File: config.mk
export PLATFORM = sky130hd
export DESIGN_NAME = wordboard_seq
export DESIGN_NICKNAME = d
export VERILOG_FILES = /design/src/rtl/wordboard_seq.sv
export SDC_FILE = /design/constraint.sdc
export NUM_CORES = 1
export LEC_CHECK = 0
export CAP_MARGIN = 20
export CELL_PAD_IN_SITES_DETAIL_PLACEMENT = 0
export CELL_PAD_IN_SITES_GLOBAL_PLACEMENT = 1
export CORE_ASPECT_RATIO = 0.8
export CORE_MARGIN = 2
export CORE_UTILIZATION = 45
export DETAILED_ROUTE_END_ITERATION = 16
export GPL_ROUTABILITY_DRIVEN = 1
export PLACE_DENSITY_LB_ADDON = 0.1
export SETUP_SLACK_MARGIN = 0.1
export SKIP_CTS_REPAIR_TIMING = 1
export SYNTH_ARGS = -nofsm -noshare
export SYNTH_HDL_FRONTEND = slang
export SYNTH_SLANG_ARGS = --single-unit
File: constraint.sdc
create_clock -name sysclk -period 2.8 [get_ports sysclk]
set_input_delay 0.42 -clock sysclk [delete_from_list [all_inputs] [get_ports sysclk]]
set_output_delay 0.42 -clock sysclk [all_outputs]
set_load 0.01 [all_outputs]
File: src/rtl/wordboard_seq.sv
// Word board: debounced buttons append switch words to a small memory and play
// them back as a serial frame stream (start bit, MSB-first data, two-bit gap).
module wordboard_seq #(
  parameter int SW_W      = 4,
  parameter int DEPTH     = 8,
  parameter int BIT_TICKS = 50000,
  parameter int DEB_TICKS = 100000,
  parameter int REPEAT    = 0
) (
  input  logic                       sysclk,
  input  logic                       rst_n,
  input  logic [SW_W-1:0]            sw,
  input  logic                       btn_write,
  input  logic                       btn_auto,
  input  logic                       btn_clear,
  output logic                       out,
  output logic                       busy,
  output logic                       full,
  output logic [$clog2(DEPTH+1)-1:0] count
);

  localparam int CNT_W  = $clog2(DEPTH + 1);
  localparam int IDX_W  = $clog2(DEPTH);
  localparam int TICK_W = $clog2(BIT_TICKS);
  localparam int DEB_W  = $clog2(DEB_TICKS + 1);
  localparam int BIT_W  = $clog2(SW_W + 1);

  logic [2:0] btn_raw;
  logic [2:0] evt;
  logic       wr_evt, auto_evt, clr_evt;

  assign btn_raw  = {btn_clear, btn_auto, btn_write};
  assign wr_evt   = evt[0];
  assign auto_evt = evt[1];
  assign clr_evt  = evt[2];

  // Synchronisers come out of reset reading "pressed", and a button only arms
  // once it has been seen released, so a press held across reset never fires.
  generate
    for (genvar gi = 0; gi < 3; gi++) begin : g_btn
      logic             sync1_reg, sync2_reg, level_reg, armed_reg, evt_reg;
      logic [DEB_W-1:0] deb_cnt_reg;

      always_ff @(posedge sysclk or negedge rst_n) begin
        if (!rst_n) begin
          sync1_reg   <= 1'b1;
          sync2_reg   <= 1'b1;
          level_reg   <= 1'b0;
          armed_reg   <= 1'b0;
          evt_reg     <= 1'b0;
          deb_cnt_reg <= '0;
        end else begin
          sync1_reg <= btn_raw[gi];
          sync2_reg <= sync1_reg;
          evt_reg   <= 1'b0;
          if (sync2_reg != level_reg) begin
            if (deb_cnt_reg == DEB_W'(DEB_TICKS - 1)) begin
              level_reg   <= sync2_reg;
              deb_cnt_reg <= '0;
              evt_reg     <= sync2_reg & armed_reg;
            end else begin
              deb_cnt_reg <= deb_cnt_reg + 1'b1;
            end
          end else begin
            deb_cnt_reg <= '0;
            if (!level_reg && !sync2_reg) armed_reg <= 1'b1;
          end
        end
      end

      assign evt[gi] = evt_reg;
    end
  endgenerate

  typedef enum logic [1:0] {IDLE, START, DATA, GAP} state_t;

  state_t            state_reg, state_next;
  logic [TICK_W-1:0] tick_reg, tick_next;
  logic [BIT_W-1:0]  bit_reg, bit_next;
  logic [IDX_W-1:0]  idx_reg, idx_next;
  logic [SW_W-1:0]   shift_reg, shift_next;
  logic [SW_W-1:0]   rd_data_reg;
  logic [CNT_W-1:0]  count_reg, count_next;
  logic              stop_reg, stop_next;
  logic              out_reg, out_next;
  logic              wr_en, end_bit, last_word, full_w;

  logic [SW_W-1:0]   mem [DEPTH];

  assign end_bit   = (tick_reg == TICK_W'(BIT_TICKS - 1));
  assign last_word = ((CNT_W'(idx_reg) + CNT_W'(1)) >= count_reg);
  assign full_w    = (count_reg == CNT_W'(DEPTH));

  // The word under playback is read continuously; START lasts at least two
  // cycles, so the registered read is settled before DATA loads it.
  always_ff @(posedge sysclk) begin
    if (wr_en) mem[count_reg[IDX_W-1:0]] <= sw;
    rd_data_reg <= mem[idx_reg];
  end

  always_ff @(posedge sysclk or negedge rst_n) begin
    if (!rst_n) begin
      state_reg <= IDLE;
      tick_reg  <= '0;
      bit_reg   <= '0;
      idx_reg   <= '0;
      shift_reg <= '0;
      count_reg <= '0;
      stop_reg  <= 1'b0;
      out_reg   <= 1'b0;
    end else begin
      state_reg <= state_next;
      tick_reg  <= tick_next;
      bit_reg   <= bit_next;
      idx_reg   <= idx_next;
      shift_reg <= shift_next;
      count_reg <= count_next;
      stop_reg  <= stop_next;
      out_reg   <= out_next;
    end
  end

  always_comb begin
    state_next = state_reg;
    tick_next  = tick_reg;
    bit_next   = bit_reg;
    idx_next   = idx_reg;
    shift_next = shift_reg;
    count_next = count_reg;
    stop_next  = stop_reg;
    wr_en      = 1'b0;

    if (state_reg != IDLE) tick_next = end_bit ? '0 : tick_reg + 1'b1;

    case (state_reg)
      IDLE: begin
        if (clr_evt) begin
          count_next = '0;
        end else if (auto_evt) begin
          if (count_reg != '0) begin
            state_next = START;
            idx_next   = '0;
            tick_next  = '0;
            stop_next  = 1'b0;
          end
        end else if (wr_evt && !full_w) begin
          wr_en      = 1'b1;
          count_next = count_reg + 1'b1;
        end
      end
      START: begin
        if (end_bit) begin
          state_next = DATA;
          shift_next = rd_data_reg;
          bit_next   = '0;
        end
      end
      DATA: begin
        if (end_bit) begin
          if (bit_reg == BIT_W'(SW_W - 1)) begin
            state_next = GAP;
            bit_next   = '0;
          end else begin
            bit_next   = bit_reg + 1'b1;
            shift_next = shift_reg << 1;
          end
        end
      end
      GAP: begin
        if (end_bit) begin
          if (bit_reg == '0) begin
            bit_next = BIT_W'(1);
          end else begin
            bit_next = '0;
            if (stop_reg) begin
              state_next = IDLE;
              stop_next  = 1'b0;
            end else if (!last_word) begin
              idx_next   = idx_reg + 1'b1;
              state_next = START;
            end else if (REPEAT != 0) begin
              idx_next   = '0;
              state_next = START;
            end else begin
              state_next = IDLE;
            end
          end
        end
      end
      default: state_next = IDLE;
    endcase

    // Events during playback: clear aborts outright, auto requests a stop at
    // the end of the current word, writes are dropped.
    if (state_reg != IDLE) begin
      if (clr_evt) begin
        state_next = IDLE;
        count_next = '0;
        stop_next  = 1'b0;
        tick_next  = '0;
        bit_next   = '0;
      end else if (auto_evt && state_next != IDLE) begin
        stop_next = 1'b1;
      end
    end

    out_next = (state_next == START) || ((state_next == DATA) && shift_next[SW_W-1]);
  end

  assign out   = out_reg;
  assign busy  = (state_reg != IDLE);
  assign full  = full_w;
  assign count = count_reg;

endmodule

# Word-level counts from Yosys, hierarchy flattened
# Memories as Yosys holds them, arrays and structs flattened. A register that Yosys moved wholly into a read port is not among the register bits.
# Index checks and enable logic that the tools add are counted.
[op_classes]
n_lt_le_gt_ge = 1
n_reduce_logical = 29
n_bitwise = 6
addsub = 8
eq_ne = 24
mux = 74
[op_table]
columns = ["cell", "count"]
rows = [
  ["16-bit two-way mux", 8],
  ["17-bit two-way mux", 6],
  ["17-bit by 1-bit adder with 17-bit output (second input constant)", 3],
  ["17-bit equality test (second input constant)", 3],
  ["3-bit two-way mux", 13],
  ["4-bit two-way mux", 9],
  ["1-bit two-way mux", 23],
  ["2-bit two-way mux", 10],
  ["2-bit != test (second input constant)", 10],
  ["16-bit by 1-bit adder with 16-bit output (second input constant)", 1],
  ["16-bit equality test (second input constant)", 1],
  ["2-bit AND reduction", 6],
  ["3-bit case mux with 3 select lines", 1],
  ["2-bit case mux with 4 select lines", 1],
  ["4-bit case mux with 2 select lines", 1],
  ["8-bit AND reduction", 1],
  ["2-bit nonzero test", 4],
  ["1-bit zero test", 7],
  ["3-bit by 1-bit adder with 3-bit output (second input constant)", 2],
  ["2-bit equality test (second input constant)", 3],
  ["1-bit logical AND", 6],
  ["3-bit case mux with 2 select lines", 1],
  ["3-bit by 1-bit adder with 4-bit output (second input constant)", 1],
  ["4-bit by 1-bit adder with 4-bit output (second input constant)", 1],
  ["13 further kinds", 20],
]
[totals]
mem_bits_rw = 32
memories = 1
inputBits = 9
reg_bits = 100
[memory_table]
columns = ["name", "words", "word_bits", "read_ports", "rd_clocked_by_memory_dff", "write_ports", "line", "text"]
rows = [
  ["mem", 8, 4, 1, 1, 1, "88", "logic [SW_W-1:0] mem [DEPTH];"],
]

# Depth between registers and ports, before layout
[logic_depth]
ltp_word = 12
mapped_depth = 9
mapped_depth_nobuf = 8

# Worst setup path before layout
# Ideal clock, no wire load.
[synth_path]
path_kind = "reg2reg"
start = "reg state_reg[0]"
end = "mem mem[1][0], enable pin"
t_required_ns = 2.439
n_path_buf = 0
stages_incl_launch_ff = 8
t_arrival_ns = 2.151
slack_ns = 0.287
cell_sequence = "dfrtp_1 inv_1 ha_1 clkinv_1 nor3b_1 o21ai_1 or3_1 nor3_1"
[synth_via]
elab_chain_len = 4
[synth_lines]
columns = ["item", "line", "text"]
rows = [
  ["from (decl)", "77", "state_t state_reg, state_next;"],
  ["from (signal assigned)", "112", "state_reg <= state_next;"],
  ["2-bit zero test", "135", "case (state_reg)"],
  ["1-bit two-way mux", "135", ""],
  ["1-bit two-way mux", "97", "if (wr_en) mem[count_reg[IDX_W-1:0]] <= sw;"],
  ["1-bit two-way mux (not written as such)", "97", ""],
  ["to (decl)", "88", ""],
]
# No other way between the ends.

# Worst setup path in the final report
[layout_path]
start = "reg count_reg[1] (netlist: count[1])"
end = "out full"
[layout_via]
elab_chain_len = 1
[layout_lines]
columns = ["item", "line", "text"]
rows = [
  ["from (decl)", "83", "logic [CNT_W-1:0] count_reg, count_next;"],
  ["from (signal assigned)", "117", "count_reg <= count_next;"],
  ["4-bit equality test", "92", "assign full_w = (count_reg == CNT_W'(DEPTH));"],
  ["to (decl)", "18", "output logic full,"],
]
# No other way between the ends.

==> flow_summary_export.csv <==
group,metric,value,unit
synthesis,synth_top_area_frac,0.363,
drt,wire_per_inst,15.4,um
synthesis,syn-cell-area,6480,um^2
die,fp.dieW,138,um
synthesis,synth_top_flop_cell,"dfrtp_1",
cts,cts_buffers,17,
sta,slew_viol_final,0,
cts,clk_latency,410,ps
power,power,4.39,mW
die,die_area,15400,um^2
final_layout,syn_to_final_growth,17.0,%
sta,skew,6.46,ps
synthesis,synthCells,608,
synthesis,synth_edf_count,32,
die,io-pin-count,16,
die,rows,39,
cts,clkTransAtPathRegs,60,ps
outcome,status,"finished, final reports clean",
synthesis,syn_avg_cell_area,10.7,um^2
setup_path,cp-end-kind,"output pin",
setup_path,r2r-end,"idx_reg[2]",
setup_path,r2r-start,"idx_reg[0]",
power,powerDensity,580,nW/um^2
final_layout,largest_reg_flops,51,
setup_path,rrSetupSlack,340,ps
synthesis,synthTopCellsByArea,"dfrtp_1 (36%), edfxtp_1 (15%), nor2_1 (5.0%)",
synthesis,async_flop_share,0.735,
synthesis,yosys_warnings,0,
sta,finalSetupViolCount,0,
sta,min_period_over_period,0.887,
setup_path,worstRegToRegCells,7,
power,power.leakage,3.17,nW
final_layout,final_area,7580,um^2
sta,final-hold-violation-count,0,
cts,cts_tree,"done",
place,hpwl,9.09,mm
setup_path,cp_slowest_stage_delay,560,ps
final_layout,instances_no_fill,845,
cts,clockRootBuffer,"clkbuf_16",
sta,finalHoldWorstSlack,357,ps
place,placed_area,6960,um^2
power,ir_worst_vdd,0.498,mV
sta,worst_slew_pin_slew,616,ps
cts,cts_max_level,4,
sta,rsz0062_at_grt,"false",
die,coreArea,14200,um^2
final_layout,final_cell_mix,"dfrtp_1 (94), nor2_1 (86), nand2_1 (63)",
global_route,grt_max_degree,48,
final_layout,drive_gt1_frac,0.118,
place,dp.cells,812,
sta,slew_headroom,0.589,
synthesis,synth_top_cell_by_area,"dfrtp_1",
min_path,hold_path_class,"register to register",
setup_path,cp-start-kind,"register",
drt,routed-via-count,4490,
final_layout,antennaDiodeCount,0,
global_route,grt_first_pass_wirelength,22.9,mm
min_path,hold-path-cell-count,0,
drt,antenna_left,0,
final_layout,final_nets,677,
setup_path,cp.arrival,2060,ps
drt,drt_iter0_drc,241,
cts,cts.sinks,136,
synthesis,syn_nets,637,
global_route,overflow,0,
drt,finalWirelength,13.0,mm
die,die_y,111,um
min_path,holdCritStartpoint,"g_btn[2].sync1_reg",
synthesis,ys_seq_area_frac,0.548,
sta,period_minus_slack,2480,ps
cts,clock_path_buffers,2,
flow_run,maxCapViolCount,0,
global_route,grt_antenna_before_repair,0,
place,portBuffers,15,
place,gp_congestion,0.803,
setup_path,crit_chain,"inv_1 -> ha_1 -> nand2_1 -> nor2_1 -> clkdlybuf4s50_1",
final_layout,final_common_cell,"dfrtp_1",
global_route,grt_pass1_vias,4494,
setup_path,required,2380,ps
setup_path,crit_fanout,9,
drt,drt-pass1-iter-count,5,
setup_path,worst-setup-path-type,"register to output pin",
drt,via_per_inst,5.31,
synthesis,synth-seq-cells,136,
setup_path,crit_path_top_delay_cell,"clkdlybuf4s50_1",
synthesis,yosysUniqueCellTypes,57,
global_route,grt_usage,0.184,
min_path,hold_path_end,"g_btn[2].sync2_reg",
sta,max_clock_freq,403,MHz
drt,drcViolationCount,0,
die,start_util,0.458,
sta,setup-tns-final,0,ps
## Yosys cell counts (17+ instances only)
master	number
a21oi_1	17
and3_1	21
dfrtp_1	94
edfxtp_1	32
ha_1	20
inv_1	21
nand2_1	63
nand3_1	24
nor2_1	86
o21ai_0	18
xnor2_1	20
xor2_1	29
## power by group
group          internal (mW)  switching (mW)
clock                   1.39           0.853
sequential              2.05          0.0105
combinational         0.0278          0.0620
total                   3.47           0.926
## layout make-up
cell class | count | area [um^2]
multi-input combinational | 435 | 2790
clock buffer | 19 | 464
timing repair buffer | 36 | 320
fill | 1263 | 6580
clock inverter | 13 | 143
sequential | 136 | 3550
inverter | 22 | 82.6
tap | 184 | 230
## critical path, delay by kind of cell (launching register included)
family | cells | cell delay [ps]
DFF | 1 | 480
buffers and inverters | 2 | 760
adders and majority gates | 1 | 190
and+or+nand+nor | 2 | 220
## metrics by stage
stage,util,setup WS (ps)
2_1_floorplan,-,287
3_3_place_gp,0.492,463
3_5_place_dp,0.492,403
4_1_cts,0.535,263
5_1_grt,0.535,155
6_report,0.535,316
## cells by family (layout without fill, tap and decap cells)
family	after synthesis	in the layout	synth area share
AOI/OAI and AO/OA	74	74	0.0746
xor gates and xnor gates	49	49	0.0663
adders and majority gates	20	20	0.0386
buffers and inverters	37	90	0.0216
DFF	136	136	0.548
muxes	16	16	0.0410
and+or+nand+nor	276	276	0.210
## how the worst max path moves through the flow
stage	startpoint	endpoint	slack [ps]
floorplan	state_reg[0]	mem[1][0]	290
global placement	state_reg[0]	mem[4][1]	460
detailed placement	idx_reg[0]	idx_reg[2]	400
CTS	count[1]	full	260
global route	tick_reg[7]	idx_reg[2]	150
finish	count[1]	full	320
## metal layers
layer | wire, um | track usage | part of all wire | up-vias
met1 | 6800 | 0.278 | 0.52 | 2165
met4 | 86 | 0.0537 | 0.0066 | 0
met5 | 0 | 0 | 0 | -
met2 | 5670 | 0.265 | 0.43 | 91
li1 | - | - | - | 2229
met3 | 483 | 0.0432 | 0.037 | 5
Power figures use the tool's default switching activity.
